==> src/rtl/stream_rr_arb_if.sv <==
// rtl/stream_rr_arb_if.sv - valid/ready bundle joining N_REQ requesters, the round-robin arbiter and its downstream
// The arbiter connects through the slave modport; the environment that drives requests and m_rdy uses master.
interface stream_rr_arb_if #(
  parameter int N_REQ     = 4,
  parameter int PLD_WIDTH = 32,
  parameter int SEL_W     = $clog2(N_REQ)
) ();

  logic [N_REQ-1:0]           s_vld;
  logic [N_REQ-1:0]           s_rdy;
  logic [N_REQ*PLD_WIDTH-1:0] s_pld;
  logic [N_REQ-1:0]           s_last;
  logic                       m_vld;
  logic                       m_rdy;
  logic [PLD_WIDTH-1:0]       m_pld;
  logic                       m_last;
  logic [SEL_W-1:0]           m_sel;

  modport slave (
    input  s_vld, s_pld, s_last, m_rdy,
    output s_rdy, m_vld, m_pld, m_last, m_sel
  );

  modport master (
    output s_vld, s_pld, s_last, m_rdy,
    input  s_rdy, m_vld, m_pld, m_last, m_sel
  );

endinterface

==> src/rtl/stream_rr_arb.sv <==
// rtl/stream_rr_arb.sv - round-robin stream arbiter with a forward-registered output stage
// Define STREAM_RR_ARB_LOCK_EN to hold the grant on one requester until its last beat is accepted.
module stream_rr_arb #(
  parameter int N_REQ     = 4,
  parameter int PLD_WIDTH = 32,
  parameter int SEL_W     = $clog2(N_REQ)
) (
  input  logic           clk,
  input  logic           rst_n,
  stream_rr_arb_if.slave bus
);

  logic [SEL_W-1:0]     rr_ptr;
  logic [SEL_W-1:0]     rr_ptr_nxt;
  logic [N_REQ-1:0]     vld_rot;
  logic                 rot_hit;
  logic [SEL_W-1:0]     rot_ofs;
  logic [SEL_W:0]       scan_sum;
  logic [SEL_W-1:0]     scan_idx;
  logic                 grant_vld;
  logic [SEL_W-1:0]     grant_idx;
  logic [SEL_W-1:0]     grant_succ;
  logic [PLD_WIDTH-1:0] grant_pld;
  logic                 grant_last;
  logic                 out_free;
  logic                 accept;

  logic                 m_vld_q;
  logic                 m_last_q;
  logic [PLD_WIDTH-1:0] m_pld_q;
  logic [SEL_W-1:0]     m_sel_q;

`ifdef STREAM_RR_ARB_LOCK_EN
  typedef enum logic {IDLE, LOCK} state_t;
  state_t           state;
  state_t           state_nxt;
  logic [SEL_W-1:0] lock_id;
  logic [SEL_W-1:0] lock_id_nxt;
  logic             lock_vld;
`endif

  assign out_free = !m_vld_q || bus.m_rdy;

  // Rotate requests so that bit 0 is rr_ptr; the first set bit is the scan offset.
  assign vld_rot = N_REQ'({bus.s_vld, bus.s_vld} >> rr_ptr);

  always_comb begin
    rot_hit = 1'b0;
    rot_ofs = '0;
    for (int k = 0; k < N_REQ; k++) begin
      if (!rot_hit && vld_rot[k]) begin
        rot_hit = 1'b1;
        rot_ofs = SEL_W'(k);
      end
    end
  end

  assign scan_sum = {1'b0, rr_ptr} + {1'b0, rot_ofs};
  assign scan_idx = (scan_sum >= (SEL_W+1)'(N_REQ)) ? SEL_W'(scan_sum - (SEL_W+1)'(N_REQ))
                                                    : scan_sum[SEL_W-1:0];

`ifdef STREAM_RR_ARB_LOCK_EN
  always_comb begin
    lock_vld = 1'b0;
    for (int i = 0; i < N_REQ; i++) begin
      if (lock_id == SEL_W'(i)) begin
        lock_vld = bus.s_vld[i];
      end
    end
  end

  assign grant_idx = (state == LOCK) ? lock_id  : scan_idx;
  assign grant_vld = (state == LOCK) ? lock_vld : rot_hit;
`else
  assign grant_idx = scan_idx;
  assign grant_vld = rot_hit;
`endif

  assign accept     = grant_vld && out_free;
  assign grant_succ = (grant_idx == SEL_W'(N_REQ - 1)) ? '0 : grant_idx + SEL_W'(1);

  always_comb begin
    grant_pld  = '0;
    grant_last = 1'b0;
    for (int i = 0; i < N_REQ; i++) begin
      if (grant_idx == SEL_W'(i)) begin
        grant_pld  = bus.s_pld[i*PLD_WIDTH +: PLD_WIDTH];
        grant_last = bus.s_last[i];
      end
    end
  end

  always_comb begin
    bus.s_rdy = '0;
    for (int i = 0; i < N_REQ; i++) begin
      bus.s_rdy[i] = out_free && grant_vld && (grant_idx == SEL_W'(i));
    end
  end

`ifdef STREAM_RR_ARB_LOCK_EN
  always_ff @(posedge clk or negedge rst_n) begin
    if (!rst_n) begin
      state   <= IDLE;
      lock_id <= '0;
    end else begin
      state   <= state_nxt;
      lock_id <= lock_id_nxt;
    end
  end

  // A non-last beat pins the grant; the pointer only moves once the packet closes.
  always_comb begin
    state_nxt   = state;
    lock_id_nxt = lock_id;
    rr_ptr_nxt  = rr_ptr;
    if (accept) begin
      if (!grant_last) begin
        state_nxt   = LOCK;
        lock_id_nxt = grant_idx;
      end else begin
        state_nxt  = IDLE;
        rr_ptr_nxt = grant_succ;
      end
    end
  end
`else
  always_comb begin
    rr_ptr_nxt = rr_ptr;
    if (accept) begin
      rr_ptr_nxt = grant_succ;
    end
  end
`endif

  always_ff @(posedge clk or negedge rst_n) begin
    if (!rst_n) begin
      rr_ptr <= '0;
    end else begin
      rr_ptr <= rr_ptr_nxt;
    end
  end

  always_ff @(posedge clk or negedge rst_n) begin
    if (!rst_n) begin
      m_vld_q  <= 1'b0;
      m_pld_q  <= '0;
      m_last_q <= 1'b0;
      m_sel_q  <= '0;
    end else if (accept) begin
      m_vld_q  <= 1'b1;
      m_pld_q  <= grant_pld;
      m_last_q <= grant_last;
      m_sel_q  <= grant_idx;
    end else if (bus.m_rdy) begin
      m_vld_q  <= 1'b0;
    end
  end

  assign bus.m_vld  = m_vld_q;
  assign bus.m_pld  = m_pld_q;
  assign bus.m_last = m_last_q;
  assign bus.m_sel  = m_sel_q;

endmodule

==> src/flat_wrapper.sv <==
// flat-port wrapper written by rule: the top's interface ports become plain ports
module stream_rr_arb_flat 
#(
  parameter int N_REQ     = 4,
  parameter int PLD_WIDTH = 32,
  parameter int SEL_W     = $clog2(N_REQ)
)
  (clk, rst_n, bus_s_vld, bus_s_pld, bus_s_last, bus_m_rdy, bus_s_rdy, bus_m_vld, bus_m_pld, bus_m_last, bus_m_sel);
  stream_rr_arb_if #(.N_REQ(N_REQ), .PLD_WIDTH(PLD_WIDTH), .SEL_W(SEL_W)) bus_i ();
  input  logic clk;
  input  logic rst_n;
  input wire logic [$bits(bus_i.s_vld)-1:0] bus_s_vld;
  input wire logic [$bits(bus_i.s_pld)-1:0] bus_s_pld;
  input wire logic [$bits(bus_i.s_last)-1:0] bus_s_last;
  input wire logic [$bits(bus_i.m_rdy)-1:0] bus_m_rdy;
  output wire logic [$bits(bus_i.s_rdy)-1:0] bus_s_rdy;
  output wire logic [$bits(bus_i.m_vld)-1:0] bus_m_vld;
  output wire logic [$bits(bus_i.m_pld)-1:0] bus_m_pld;
  output wire logic [$bits(bus_i.m_last)-1:0] bus_m_last;
  output wire logic [$bits(bus_i.m_sel)-1:0] bus_m_sel;
  assign bus_i.s_vld = bus_s_vld;
  assign bus_i.s_pld = bus_s_pld;
  assign bus_i.s_last = bus_s_last;
  assign bus_i.m_rdy = bus_m_rdy;
  assign bus_s_rdy = bus_i.s_rdy;
  assign bus_m_vld = bus_i.m_vld;
  assign bus_m_pld = bus_i.m_pld;
  assign bus_m_last = bus_i.m_last;
  assign bus_m_sel = bus_i.m_sel;
  stream_rr_arb #(.N_REQ(N_REQ), .PLD_WIDTH(PLD_WIDTH), .SEL_W(SEL_W)) u_core (.clk(clk), .rst_n(rst_n), .bus(bus_i));
endmodule
==> config.mk <==
export PLATFORM = sky130hd
export DESIGN_NAME = stream_rr_arb_flat
export DESIGN_NICKNAME = d
export VERILOG_FILES = /design/src/rtl/stream_rr_arb_if.sv /design/src/rtl/stream_rr_arb.sv /design/src/flat_wrapper.sv
export SDC_FILE = /design/constraint.sdc
export NUM_CORES = 1
export LEC_CHECK = 0
export BUFFER_PORTS_ARGS = -buffer_cell sky130_fd_sc_hd__buf_2
export CORE_ASPECT_RATIO = 0.7
export CORE_MARGIN = 2
export CORE_UTILIZATION = 37
export DETAILED_ROUTE_END_ITERATION = 8
export PLACE_DENSITY_LB_ADDON = 0.25
export SETUP_SLACK_MARGIN = 0.5
export SYNTH_ARGS = -nofsm -noshare
export SYNTH_HDL_FRONTEND = slang
export SYNTH_SLANG_ARGS = --single-unit
export TNS_END_PERCENT = 1
==> constraint.sdc <==
create_clock -name clk -period 3.08 [get_ports clk]
set_input_delay 0 -clock clk [delete_from_list [all_inputs] [get_ports clk]]
set_output_delay 0 -clock clk [all_outputs]
set_load 0.005 [all_outputs]
==> flow_summary_export.csv <==
group,metric,value,unit
cells_and_area,layout.nets,630,
cells_and_area,n_antenna_cell,0,
timing,rsz0062_at_grt,"true",
critical_path,r2r-end,"u_core.bus.m_pld[25]",
synthesis,synthCells,284,
grt,grt_pass1_wl,14000,um
critical_path,r2r_start,"u_core.rr_ptr[1]",
power,sw_frac_of_total,43.9,%
timing,finalHoldViolCount,0,
power,power_density,1310,nW/um2
floorplan,die_x,102,um
synthesis,netlist_top_cells_area,"dfrtp_1, a221o_1, o211ai_1",
timing,relSlewSlack,42.1,%
synthesis,syn-mean-instance-area,8.70,um2
routing,first_iter_violations,133,
critical_path,cp_data_arrival_time,3.18,ns
critical_path,reg2reg_slack,0.01,ns
timing,max_slew.worst_pin.slew,0.869,ns
power,power_leakage,0.00190,uW
synthesis,synth_flop_cell,"dfrtp_1",
cts,cts_tree,"done",
cells_and_area,syn_to_final_growth,62.3,%
floorplan,die_area,7360,um2
critical_path,path_class,"reg -> reg",
synthesis,synth_top_cell_by_area,"dfrtp_1",
power,p_int,2950,uW
synthesis,yosys_warnings,0,
floorplan,fp-row-count,24,
routing,wl_per_cell,16.1,um
power,clockPowerShare,8.0,%
routing,ant_nets,0,
critical_path,cp_max_fo,16,
cts,htreeDepth,2,
timing,finalCritPeriodShare,99.5,%
synthesis,synth.distinct_cells,32,
status,status,"finished, final reports clean",
floorplan,ios,179,
routing,dr.pass1.iters,5,
synthesis,synth_edf_count,0,
critical_path,worstPathRequired,3.20,ns
critical_path,end_kind,"flip-flop",
routing,routed_wl,9280,um
synthesis,synth_top_area_share,38.5,%
synthesis,synth.most_common_cell,"dfrtp_1",
synthesis,syn-num-nets,428,
synthesis,synth_area,2470,um2
timing,drv_slew,0,
cts,clock-sinks,38,
critical_path,start_kind,"flip-flop",
routing,viasPerCell,5.32,
synthesis,synth_seq_cells,38,
routing,num_vias,3076,
power,p_seq_share,17.5,%
placement,hpwlAfterDp,6260,um
grt,grt_pass1_vias,2915,
synthesis,ys_top_cells_by_count,"dfrtp_1, nand2_1, nor2_1, o211ai_1",
placement,place_congestion,0.770,
floorplan,core,6340,um2
run,drv_cap,0,
cts,clock_latency,0.29,ns
routing,drc,0,
grt,grt_max_degree,76,
power,ir_worst_vdd,0.793,mV
power,combPwrFrac,74.5,%
critical_path,crit_start,"u_core.rr_ptr[1]",
timing,fin_worst_skew,0.00749,ns
cts,clk_pin_slew,0.08,ns
synthesis,ys_seq_area_share,38.5,%
cts,cts_buffer_depth,2,
cts,tritoncts.num_buffers,5,
cells_and_area,drive_gt1_share,44.6,%
timing,tns,0,ns
critical_path,crit_end,"u_core.bus.m_pld[25]",
cts,cts-root-buf,"clkbuf_8",
timing,max_freq,326,MHz
cells_and_area,final_util,63.3,%
hold_path,hold_path.class,"in -> reg",
synthesis,synthArstFlopShare,100,%
critical_path,rr_worst_depth,13,
timing,post-route-min-period,3.07,ns
grt,gr-usage-all-layers,24.1,%
floorplan,die_y,72.4,um
grt,grt_overflow,0,
power,power_switching,2310,uW
floorplan,start_util,39.0,%
placement,io_buffers,178,
grt,antenna_found_initial,0,
timing,report.final.setup_viol,0,
-- stage by stage --
step | setup slack (ns) | instance area [um2] | hold WS, ns | instances | total power, uW
floorplan | 0.0255 | 2510 | -0.296 | 284 | 3480
global placement | 0.0671 | 3510 | 0.176 | 536 | 4510
detailed placement | -0.0146 | 3510 | 0.173 | 536 | 4580
CTS | 0.0127 | 3970 | 0.0146 | 577 | 5170
global route | -0.118 | 4010 | 0.00982 | 578 | 5680
finish | 0.0145 | 4010 | 0.0158 | 578 | 5260
-- registers in the layout (all words and copies together), names as in the netlist --
signal / cells
u_core.bus.m_last: 1
u_core.bus.m_pld: 32
u_core.bus.m_sel: 2
u_core.bus.m_vld: 1
u_core.rr_ptr: 2
-- final cells by class --
cell class                 count  area [um2]
tap                           91         114
clock buffer                   5        68.8
fill                         559        2330
clock inverter                 3        40.0
timing repair buffer         226        1400
sequential                    38         951
inverter                       6        22.5
multi-input combinational    209        1420
-- routing by layer --
| layer | vias up | track usage, % | share of wire, % |
|---|---|---|---|
| met5 | - | 0 | 0 |
| met4 | 0 | 4.35 | 0.74 |
| met3 | 9 | 5.59 | 8.6 |
| met2 | 140 | 43.4 | 50 |
| met1 | 1437 | 29.6 | 40 |
| li1 | 1490 | - | - |
-- how the worst min path moves through the flow --
stage                        start  depth (start not counted)                   end  slack, ns
global route        bus_s_pld[112]                          3  u_core.bus.m_pld[16]       0.01
finish              bus_s_pld[121]                          3  u_core.bus.m_pld[25]       0.02
floorplan                    rst_n                          0     u_core.bus.m_last      -0.30
CTS                 bus_s_pld[121]                          3  u_core.bus.m_pld[25]       0.01
detailed placement           rst_n                          1   u_core.bus.m_pld[6]       0.17
global placement             rst_n                          1   u_core.bus.m_pld[6]       0.18
-- what timing repair did --
| item | CTS | global route |
|---|---|---|
| resized for setup | 6 | 7 |
| hold endpoints to repair | 69 | 0 |
| cloned | 1 | 0 |
| endpoints found under the setup margin | 38 | 39 |
| pin swaps | 2 | 15 |
| hold buffers | 32 | 0 |
| buffers inserted | 0 | 1 |
-- cells in the final DEF, fill, tap and decap left out, types with 2 or more instances in the layout --
cell type,count
buf_2,178
dfrtp_1,38
nand2_1,36
nor2_1,36
o211ai_1,33
a221o_1,32
a31oi_1,32
dlygate4sd3_1,32
buf_4,8
inv_1,6
clkbuf_8,5
and2_1,4
buf_12,4
buf_6,4
a21oi_1,3
nand3b_1,3
mux2_2,3
ha_2,3
or3b_2,2
a211oi_1,2
clkinv_2,2
-- worst max-delay path, cell delays in order, from the launching register on --
cell,delay [ns]
dfrtp_1,0.42
o21ai_1,0.13
a21oi_1,0.09
o31a_1,0.25
ha_2,0.20
xnor2_2,0.13
or4_4,0.50
and2_4,0.20
ha_4,0.16
nor2b_4,0.14
buf_12,0.15
a221o_1,0.30
o211ai_1,0.10
a31oi_1,0.13
-- power groups by stage --
stage / logic [uW] / registers [uW] / clock network (uW)
final: 3920 / 918 / 421
after global routing: 4280 / 946 / 450
after CTS: 3830 / 914 / 432
after detailed placement: 3660 / 921 / 0
after global placement: 3600 / 908 / 0
after floorplan: 2550 / 931 / 0
-- kinds of logic after synthesis --
family          share of synthesized area (%)
xor+xnor                                0.354
mux                                      1.37
compound gates                           35.2
fa+ha+maj                                2.53
buf+inv                                  6.13
simple gates                             15.9
flops                                    38.5
Power figures use the tool's default switching activity.
